--- src/rtl/keypad_operand_loader_pkg.sv ---
// Shared types and key constants for the keypad operand loader.
// The FSM state encoding matches the state_o output encoding.
package keypad_operand_loader_pkg;

    localparam int CODE_W = 5;

    typedef enum logic [1:0] {
        ENTER_A = 2'd0,
        ENTER_B = 2'd1,
        SHIFT   = 2'd2,
        DONE    = 2'd3
    } state_t;

    localparam logic [3:0] KEY_NEXT  = 4'd10;
    localparam logic [3:0] KEY_START = 4'd11;
    localparam logic [3:0] KEY_CLR   = 4'd12;

    function automatic logic is_digit(input logic [3:0] code);
        return (code <= 4'd9);
    endfunction

endpackage

--- src/rtl/keypad_operand_loader_debounce.sv ---
// Turns the raw scanner flag/code stream into one pulse per accepted key press.
// A press needs PRESS_CYC stable cycles; re-arming needs RELEASE_CYC quiet cycles.
module key_event_debounce
    import keypad_operand_loader_pkg::*;
#(
    parameter int PRESS_CYC   = 4,
    parameter int RELEASE_CYC = 4096
) (
    input  logic              clk_in,
    input  logic              rst,
    input  logic              key_flag,
    input  logic [CODE_W-1:0] key_code,
    output logic              key_evt,
    output logic [3:0]        key_evt_code
);

    localparam int PW = $clog2(PRESS_CYC + 1);
    localparam int RW = $clog2(RELEASE_CYC + 1);
    localparam logic [PW-1:0] PRESS_MAX   = PW'(PRESS_CYC);
    localparam logic [RW-1:0] RELEASE_MAX = RW'(RELEASE_CYC);

    logic              flag_r;
    logic              prev_flag_r;
    logic [CODE_W-1:0] code_r;
    logic [CODE_W-1:0] prev_code_r;
    logic [PW-1:0]     press_cnt_r;
    logic [PW-1:0]     press_cnt_s;
    logic [RW-1:0]     rel_cnt_r;
    logic [RW-1:0]     rel_cnt_s;
    logic              armed_r;
    logic              accept_s;
    logic              rearm_s;
    logic              key_evt_r;
    logic [3:0]        key_evt_code_r;

    // Input register plus one cycle of history for change detection
    always_ff @(posedge clk_in) begin
        if (rst) begin
            flag_r      <= 1'b0;
            code_r      <= '0;
            prev_flag_r <= 1'b0;
            prev_code_r <= '0;
        end else begin
            flag_r      <= key_flag;
            code_r      <= key_code;
            prev_flag_r <= flag_r;
            prev_code_r <= code_r;
        end
    end

    // Next values of the press and release counters
    always_comb begin
        press_cnt_s = '0;
        rel_cnt_s   = '0;
        if (!flag_r) begin
            press_cnt_s = '0;
        end else if (!prev_flag_r || (code_r != prev_code_r)) begin
            press_cnt_s = PW'(1);
        end else if (press_cnt_r < PRESS_MAX) begin
            press_cnt_s = press_cnt_r + PW'(1);
        end else begin
            press_cnt_s = press_cnt_r;
        end
        // Any flag=1 cycle restarts the quiet-time count, so scan gaps never re-arm
        if (flag_r) begin
            rel_cnt_s = '0;
        end else if (rel_cnt_r < RELEASE_MAX) begin
            rel_cnt_s = rel_cnt_r + RW'(1);
        end else begin
            rel_cnt_s = rel_cnt_r;
        end
        accept_s = (press_cnt_s == PRESS_MAX) && armed_r;
        rearm_s  = (rel_cnt_s == RELEASE_MAX);
    end

    // Counter state, arming and the registered event outputs
    always_ff @(posedge clk_in) begin
        if (rst) begin
            press_cnt_r    <= '0;
            rel_cnt_r      <= '0;
            armed_r        <= 1'b1;
            key_evt_r      <= 1'b0;
            key_evt_code_r <= 4'd0;
        end else begin
            press_cnt_r <= press_cnt_s;
            rel_cnt_r   <= rel_cnt_s;
            key_evt_r   <= accept_s;
            if (accept_s) begin
                key_evt_code_r <= code_r[3:0];
                armed_r        <= 1'b0;
            end else if (rearm_s) begin
                armed_r        <= 1'b1;
            end else begin
                armed_r        <= armed_r;
            end
        end
    end

    assign key_evt      = key_evt_r;
    assign key_evt_code = key_evt_code_r;

endmodule

--- src/rtl/keypad_operand_loader.sv ---
// Collects two hex operands from key events and streams them LSB-first
// as bit pairs to the serial adder when the start key is pressed.
module keypad_operand_loader
    import keypad_operand_loader_pkg::*;
#(
    parameter int DATA_W      = 8,
    parameter int PRESS_CYC   = 4,
    parameter int RELEASE_CYC = 4096
) (
    input  logic              clk_in,
    input  logic              rst,
    input  logic              key_flag,
    input  logic [CODE_W-1:0] key_code,
    output logic              key_evt,
    output logic [3:0]        key_evt_code,
    output logic [DATA_W-1:0] operand_a,
    output logic [DATA_W-1:0] operand_b,
    output logic [1:0]        state_o,
    output logic              busy,
    output logic              bit_valid,
    output logic              first_bit,
    output logic              a_bit,
    output logic              b_bit,
    output logic              done
);

    localparam int IW = $clog2(DATA_W);
    localparam logic [IW-1:0] LAST_IDX = IW'(DATA_W - 1);

    state_t            state_r;
    state_t            state_s;
    logic [DATA_W-1:0] a_r;
    logic [DATA_W-1:0] b_r;
    logic [IW-1:0]     idx_r;
    logic              done_r;
    logic              evt_s;
    logic [3:0]        evt_code_s;

    function automatic logic [DATA_W-1:0] shift_nibble(input logic [DATA_W-1:0] op,
                                                       input logic [3:0] nib);
        logic [DATA_W-1:0] t;
        t      = op << 4;
        t[3:0] = nib;
        return t;
    endfunction

    key_event_debounce #(
        .PRESS_CYC  (PRESS_CYC),
        .RELEASE_CYC(RELEASE_CYC)
    ) u_debounce (
        .clk_in      (clk_in),
        .rst         (rst),
        .key_flag    (key_flag),
        .key_code    (key_code),
        .key_evt     (evt_s),
        .key_evt_code(evt_code_s)
    );

    // State register
    always_ff @(posedge clk_in) begin
        if (rst) begin
            state_r <= ENTER_A;
        end else begin
            state_r <= state_s;
        end
    end

    // Next-state decode; every key event in SHIFT is discarded
    always_comb begin
        state_s = state_r;
        case (state_r)
            ENTER_A: begin
                if (evt_s && (evt_code_s == KEY_NEXT)) state_s = ENTER_B;
                else                                   state_s = ENTER_A;
            end
            ENTER_B: begin
                if (evt_s && (evt_code_s == KEY_START))    state_s = SHIFT;
                else if (evt_s && (evt_code_s == KEY_CLR)) state_s = ENTER_A;
                else                                       state_s = ENTER_B;
            end
            SHIFT: begin
                if (idx_r == LAST_IDX) state_s = DONE;
                else                   state_s = SHIFT;
            end
            DONE: begin
                if (evt_s && (is_digit(evt_code_s) || (evt_code_s == KEY_CLR))) state_s = ENTER_A;
                else                                                             state_s = DONE;
            end
            default: state_s = ENTER_A;
        endcase
    end

    // Operand registers, bit index and the done pulse
    always_ff @(posedge clk_in) begin
        if (rst) begin
            a_r    <= '0;
            b_r    <= '0;
            idx_r  <= '0;
            done_r <= 1'b0;
        end else begin
            done_r <= (state_r == SHIFT) && (idx_r == LAST_IDX);
            idx_r  <= ((state_r == SHIFT) && (idx_r != LAST_IDX)) ? idx_r + IW'(1) : '0;
            if (evt_s && (evt_code_s == KEY_CLR) && (state_r != SHIFT)) begin
                a_r <= '0;
                b_r <= '0;
            end else if (evt_s && is_digit(evt_code_s)) begin
                case (state_r)
                    ENTER_A: a_r <= shift_nibble(a_r, evt_code_s);
                    ENTER_B: b_r <= shift_nibble(b_r, evt_code_s);
                    DONE: begin
                        a_r <= DATA_W'(evt_code_s);
                        b_r <= '0;
                    end
                    default: a_r <= a_r;
                endcase
            end else begin
                a_r <= a_r;
            end
        end
    end

    // Serial stream outputs, quiet outside SHIFT
    always_comb begin
        busy      = 1'b0;
        bit_valid = 1'b0;
        first_bit = 1'b0;
        a_bit     = 1'b0;
        b_bit     = 1'b0;
        if (state_r == SHIFT) begin
            busy      = 1'b1;
            bit_valid = 1'b1;
            first_bit = (idx_r == {IW{1'b0}});
            a_bit     = a_r[idx_r];
            b_bit     = b_r[idx_r];
        end else begin
            busy      = 1'b0;
        end
    end

    assign key_evt      = evt_s;
    assign key_evt_code = evt_code_s;
    assign operand_a    = a_r;
    assign operand_b    = b_r;
    assign state_o      = state_r;
    assign done         = done_r;

endmodule

--- config.mk ---
export PLATFORM = sky130hd
export DESIGN_NAME = keypad_operand_loader
export DESIGN_NICKNAME = d
export VERILOG_FILES = /design/src/rtl/keypad_operand_loader_pkg.sv /design/src/rtl/keypad_operand_loader_debounce.sv /design/src/rtl/keypad_operand_loader.sv
export SDC_FILE = /design/constraint.sdc
export NUM_CORES = 1
export LEC_CHECK = 0
export CAP_MARGIN = 25
export CORE_ASPECT_RATIO = 1.1
export CORE_MARGIN = 4
export CORE_UTILIZATION = 60
export CTS_BUF_LIST = sky130_fd_sc_hd__clkbuf_2
export CTS_CLUSTER_SIZE = 24
export DETAILED_ROUTE_END_ITERATION = 8
export PLACE_DENSITY = 0.86
export SKIP_LAST_GASP = 1
export SLEW_MARGIN = 20
export SYNTH_ARGS = -nofsm -noshare
export SYNTH_HDL_FRONTEND = slang
export SYNTH_HIERARCHICAL = 1
export SYNTH_SLANG_ARGS = --single-unit
export TNS_END_PERCENT = 100
--- constraint.sdc ---
create_clock -name clk_in -period 4.92 [get_ports clk_in]
set_clock_uncertainty 0.15 [all_clocks]
set_input_delay 0.984 -clock clk_in [delete_from_list [all_inputs] [get_ports clk_in]]
set_output_delay 0.984 -clock clk_in [all_outputs]
set_load 0.05 [all_outputs]
Yosys cells after proc, flatten, opt, wreduce, memory -nomap -nowiden
Cells that the tools add are included.
{"block": "totals", "reg_bits": 56, "inputBits": 8, "elab_cells": 78, "out_inout_bits": 29}
{"block": "op_classes", "n_eq_ne": 12, "n_bitwise": 1, "n_addsub": 3, "muxes": 23, "n_reduce_logical": 21, "magnitude_cmp": 4}
{"cell": "$pmux 8 s2", "n": 2}
{"cell": "$mux 13", "n": 2}
{"cell": "$add 13x1->13 const B", "n": 1}
{"cell": "$eq 13x13->1 const B", "n": 1}
{"cell": "$lt 13x13->1 const B", "n": 1}
{"cell": "$eq 4x4->1 const B", "n": 3}
{"cell": "$mux 1", "n": 11}
{"cell": "$logic_and 1x1->1", "n": 9}
{"cell": "$mux 3", "n": 3}
{"cell": "$pmux 2 s4", "n": 1}
{"cell": "$add 3x1->3 const B", "n": 2}
{"cell": "$bmux 1 s3", "n": 2}
{"cell": "$eq 3x3->1 const B", "n": 2}
{"cell": "$reduce_bool 2->1", "n": 3}
{"cell": "$ne 5x5->1", "n": 1}
{"cell": "$eq 2x2->1 const B", "n": 2}
{"cell": "$le 4x4->1 const B", "n": 1}
{"cell": "$lt 3x4->1 const B", "n": 1}
{"cell": "$mux 2", "n": 2}
{"cell": "$reduce_and 2->1", "n": 2}
{"cell": "$reduce_or 2->1", "n": 2}
{"cell": "$logic_not 3->1", "n": 1}
{"cell": "$lt 3x3->1 const B", "n": 1}
{"cell": "$ne 3x3->1 const B", "n": 1}
{"cell": "6 further kinds", "n": 7}

Depth between registers and ports, before layout
{"block": "logic_depth", "ltp_word": 7, "ltp_mapped": 7, "mapped_depth_nobuf": 6}

Modules after synthesis
The synthesis kept the hierarchy.
{"mod": "key_event_debounce", "n_inst": 1, "cells_each": 153, "seq_area_each_um2": 680.7, "area_each_um2": 1544.0}
{"mod": "keypad_operand_loader", "n_inst": 1, "cells_each": 120, "seq_area_each_um2": 440.4, "area_each_um2": 1167.4}

Least setup slack after synthesis
OpenSTA, ideal clock, no wires.
{"block": "synth_timing", "path_kind": "reg-to-output", "from": "reg state_r[1] (netlist: state_o[1])", "to": "out first_bit", "path_buffers": 0, "stages_incl_launch_ff": 4, "required_ns": 3.786, "arrival_ns": 2.155, "slack_ns": 1.631, "path_cell_list": "dfxtp_1 ha_1 nand2_1 nor2_1"}
{"block": "synth_between", "elab_chain_len": 2}
{"element": "start, declared", "line": "keypad_operand_loader.sv:30", "source": "state_t state_r;"}
{"element": "start signal, assigned", "line": "keypad_operand_loader.sv:64", "source": "state_r <= state_s;"}
{"element": "$eq 2x2->1", "line": "keypad_operand_loader.sv:129", "source": "if (state_r == SHIFT) begin"}
{"element": "$mux 1", "line": "keypad_operand_loader.sv:129"}
{"element": "end, declared", "line": "keypad_operand_loader.sv:21", "source": "output logic first_bit,"}
Every way passes these cells.

Final worst setup path
{"block": "layout_timing", "from": "reg state_r[0] (netlist: state_o[0])", "to": "out b_bit"}
{"block": "layout_between", "elab_chain_len": 2}
{"element": "$eq 2x2->1", "line": "keypad_operand_loader.sv:129"}
{"element": "$mux 1", "line": "keypad_operand_loader.sv:129"}
{"element": "end, declared", "line": "keypad_operand_loader.sv:23", "source": "output logic b_bit,"}
Every way passes these cells.

==> metrics.md <==
| Metric | Value |
|---|---|
| Status | finished clean |
| Vias in the first global route | ~2000 |
| XOR/XNOR Fraction of Synth Area | 0.0517 |
| Area Growth Syn to Fin | 15.6% |
| Syn avg cell area | 9.93 sq um |
| Power density cells | 232 nW/um^2 |
| LEAKAGE | between 0.001 and 0.0015 uW |
| H-Tree Depth | 2 |
| CP required | 3790 ps |
| Placed cell area | slightly above 3000 sq um |
| # diodes | 0 |
| FILL cells | around 330 |
| Final setup violation count | 0 |
| Setup_tns | 0 ps |
| Cell row count | 25 |
| Max Fclk | 271 MHz |
| Seq. cell area | between 1000 and 1500 sq um |
| Dpl ws | roughly 1800 ps |
| Maximum vdd drop | around 0.21 mV |
| Mapped Area | between 2000 and 3000 sq um |
| Final ANT Viol Nets | 0 |
| Count of input and output buffers | 36 |
| Synth Register Bits | 56 |
| CTS tree | built |
| Number of optimization iterations in the first detailed-route pass | 4 |
| Worst Path Max Fanout | 10 |
| Fin area | about 3100 sq um |
| Initial core utilization | 0.624 |
| Asr flop ratio synth | 0 |
| Wire length of the first global-routing pass | 9040 microns |
| Drt total wl | 4990 microns |
| Io pins | 37 |
| Cell taking the most area after synthesis | dfxtp_1 |
| Fin. Hold Viols | 0 |
| Final setup margin | between 1000 and 1500 ps |
| CP arrival | 2560 ps |
| Gr usage total | 0.199 |
| Critical setup path kind | flip-flop to output pin |
| Layout cells sized above 1 | 0.134 |
| Multi-input logic area | about 1500 sq um |
| Yosys cell types | 55 |
| Top-count cell post-synth | dfxtp_1 |
| CTS sink count | between 50 and 60 |
| Vias | a little over 2000 |
| CTS Buf Count | 5 |
| Area contributors post-synth | dfxtp_1, ha_1, nor2_1 |
| Placer Congestion | 0.807 |
| Post_cts resized | 0 |
| Hold_buf cts | 0 |
| Drt drc | 0 |
| Fin cells | around 360 |
| Slew headroom | 0.388 |
| Post-synth top area share | 0.413 |
| Compound-Gate Fraction of Synth Area | 0.0946 |
| Max-slew violation count | 0 |
| Die area | around 5700 sq um |
| Most used DFF post-synth | dfxtp_1 |
| Grt total ovfl | 0 |
| Dpl cells | 351 |
| Die width | approximately 70 microns |
| Post-synthesis mux area share | 0.0928 |
| Wire length per cell | around 14 microns |
| Max Cap Viol | 0 |
| Fin nets | ~320 |
| Post-synth EDFFs | 0 |
| Least-Margin Pin Slew | 916 ps |
| Mapped Cells | roughly 270 |
| Layout Utilization | 0.721 |
| Critical path endpoint category | output pin |
| CTS clock-pin slew for the worst setup and hold paths | about 270 ps |
| Syn nets | between 200 and 300 |
| Ys Warns | 6 |
| Adder-cell share of the synthesized area | 0.0415 |
| Maximum clock insertion buffer count | 2 |
| Die height | just under 80 microns |
| Hold crit path type | flip-flop to flip-flop |
| Via-to-Cell Ratio | between 5 and 6 |
| Root Driver | clkbuf_2 |
| Tmin final | ~3700 ps |
| Core Area | ~4300 sq um |
| Antenna violations before repair | 0 |
| Register area share after synthesis | 0.413 |
| Iteration-0 DRC Markers | 108 |
| CP Launch Type | flip-flop |
| Commonest cells in the netlist | dfxtp_1, nor2_1, nand2_1 |
| RSZ-0062 raised after global routing | no |
| Final critical-path share of the clock period | 0.751 |
| Largest net degree at the start of global routing | 25 |
| Clk_lat worst skew | roughly 460 ps |
| Area share of and/or/nand/nor cells after synthesis | 0.269 |
| Largest family of logic cells by synthesized area | simple AND/OR/NAND/NOR gates |
| Setup bufs post-CTS | 0 |
| DP HPWL | 3720 microns |
==> sequential cells by signal, summed over array words and instances, names as in the netlist <==
register                 flops
u_debounce/key_evt           1
u_debounce/flag_r            1
u_debounce/prev_code_r       5
u_debounce/key_evt_code      4
done                         1
u_debounce/press_cnt_r       3
operand_b                    8
u_debounce/rel_cnt_r        13
state_o                      2
u_debounce/prev_flag_r       1
u_debounce/armed_r           1
idx_r                        3
u_debounce/code_r            5
operand_a                    8
==> per-stage QoR <==
step,power [uW],hold WS (ps)
after floorplan,498,308
after global placement,507,304
after detailed placement,508,315
after CTS,737,343
after global routing,762,370
final,727,341
==> cells by family after synthesis <==
logic type               after synthesis
flip-flops                            56
adder cells (fa/ha/maj)                9
buffers and inverters                 20
multiplexers                          18
XOR/XNOR                              16
AO/OA/AOI/OAI                         35
AND/OR/NAND/NOR                      119
==> placed cells by master, fill, tap and decap left out, types with 7 or more instances in the layout <==
master	n
ha_1	9
a21oi_1	12
inv_1	8
dfxtp_1	56
nand3b_1	8
xor2_1	7
and2b_2	8
clkdlybuf4s50_1	36
nor2b_1	11
nor2_1	28
mux2i_1	9
xnor2_1	9
nand2_1	18
==> layer usage <==
| metal | global-route usage | wire [microns] |
|---|---|---|
| met5 | 0 | 0 |
| met1 | 0.229 | 2110 |
| met3 | 0.0461 | 232 |
| met2 | 0.342 | 2520 |
| met4 | 0.0959 | 129 |
==> final timing paths <==
| check | start | endpoint | slack (ps) | cells past startpoint |
|---|---|---|---|---|
| hold / removal | operand_b[6] | operand_b[6] | 340 | 2 |
| setup / recovery | state_o[0] | b_bit | 1230 | 5 |
| hold reg to reg | operand_b[6] | operand_b[6] | 340 | 2 |
| setup reg to reg | state_o[0] | operand_a[3] | 2800 | 4 |
==> worst max-delay path, stage by stage (launching register included) <==
cell and delay (ps):
dfxtp_1 410, inv_1 90, ha_1 390, nor2b_1 250, a22o_1 170, clkdlybuf4s50_1 790
==> power by group <==
group | total (uW) | leakage [uW] | switching (uW) | internal [uW]
Clock | 227 | 0.0000390 | 142 | 84.5
Combinational | 32.4 | 0.000676 | 16.2 | 16.2
Sequential | 468 | 0.000454 | 5.78 | 462
==> final cells by class <==
type                    count  area share
repair buffers             36       0.115
flip-flops and latches     56       0.358
well taps                  54      0.0215
inverters                   8     0.00958
clock inverters             3      0.0136
multi-input cells         197       0.475
clock buffers               5     0.00798
No activity file was read; power rests on OpenSTA's default activity.
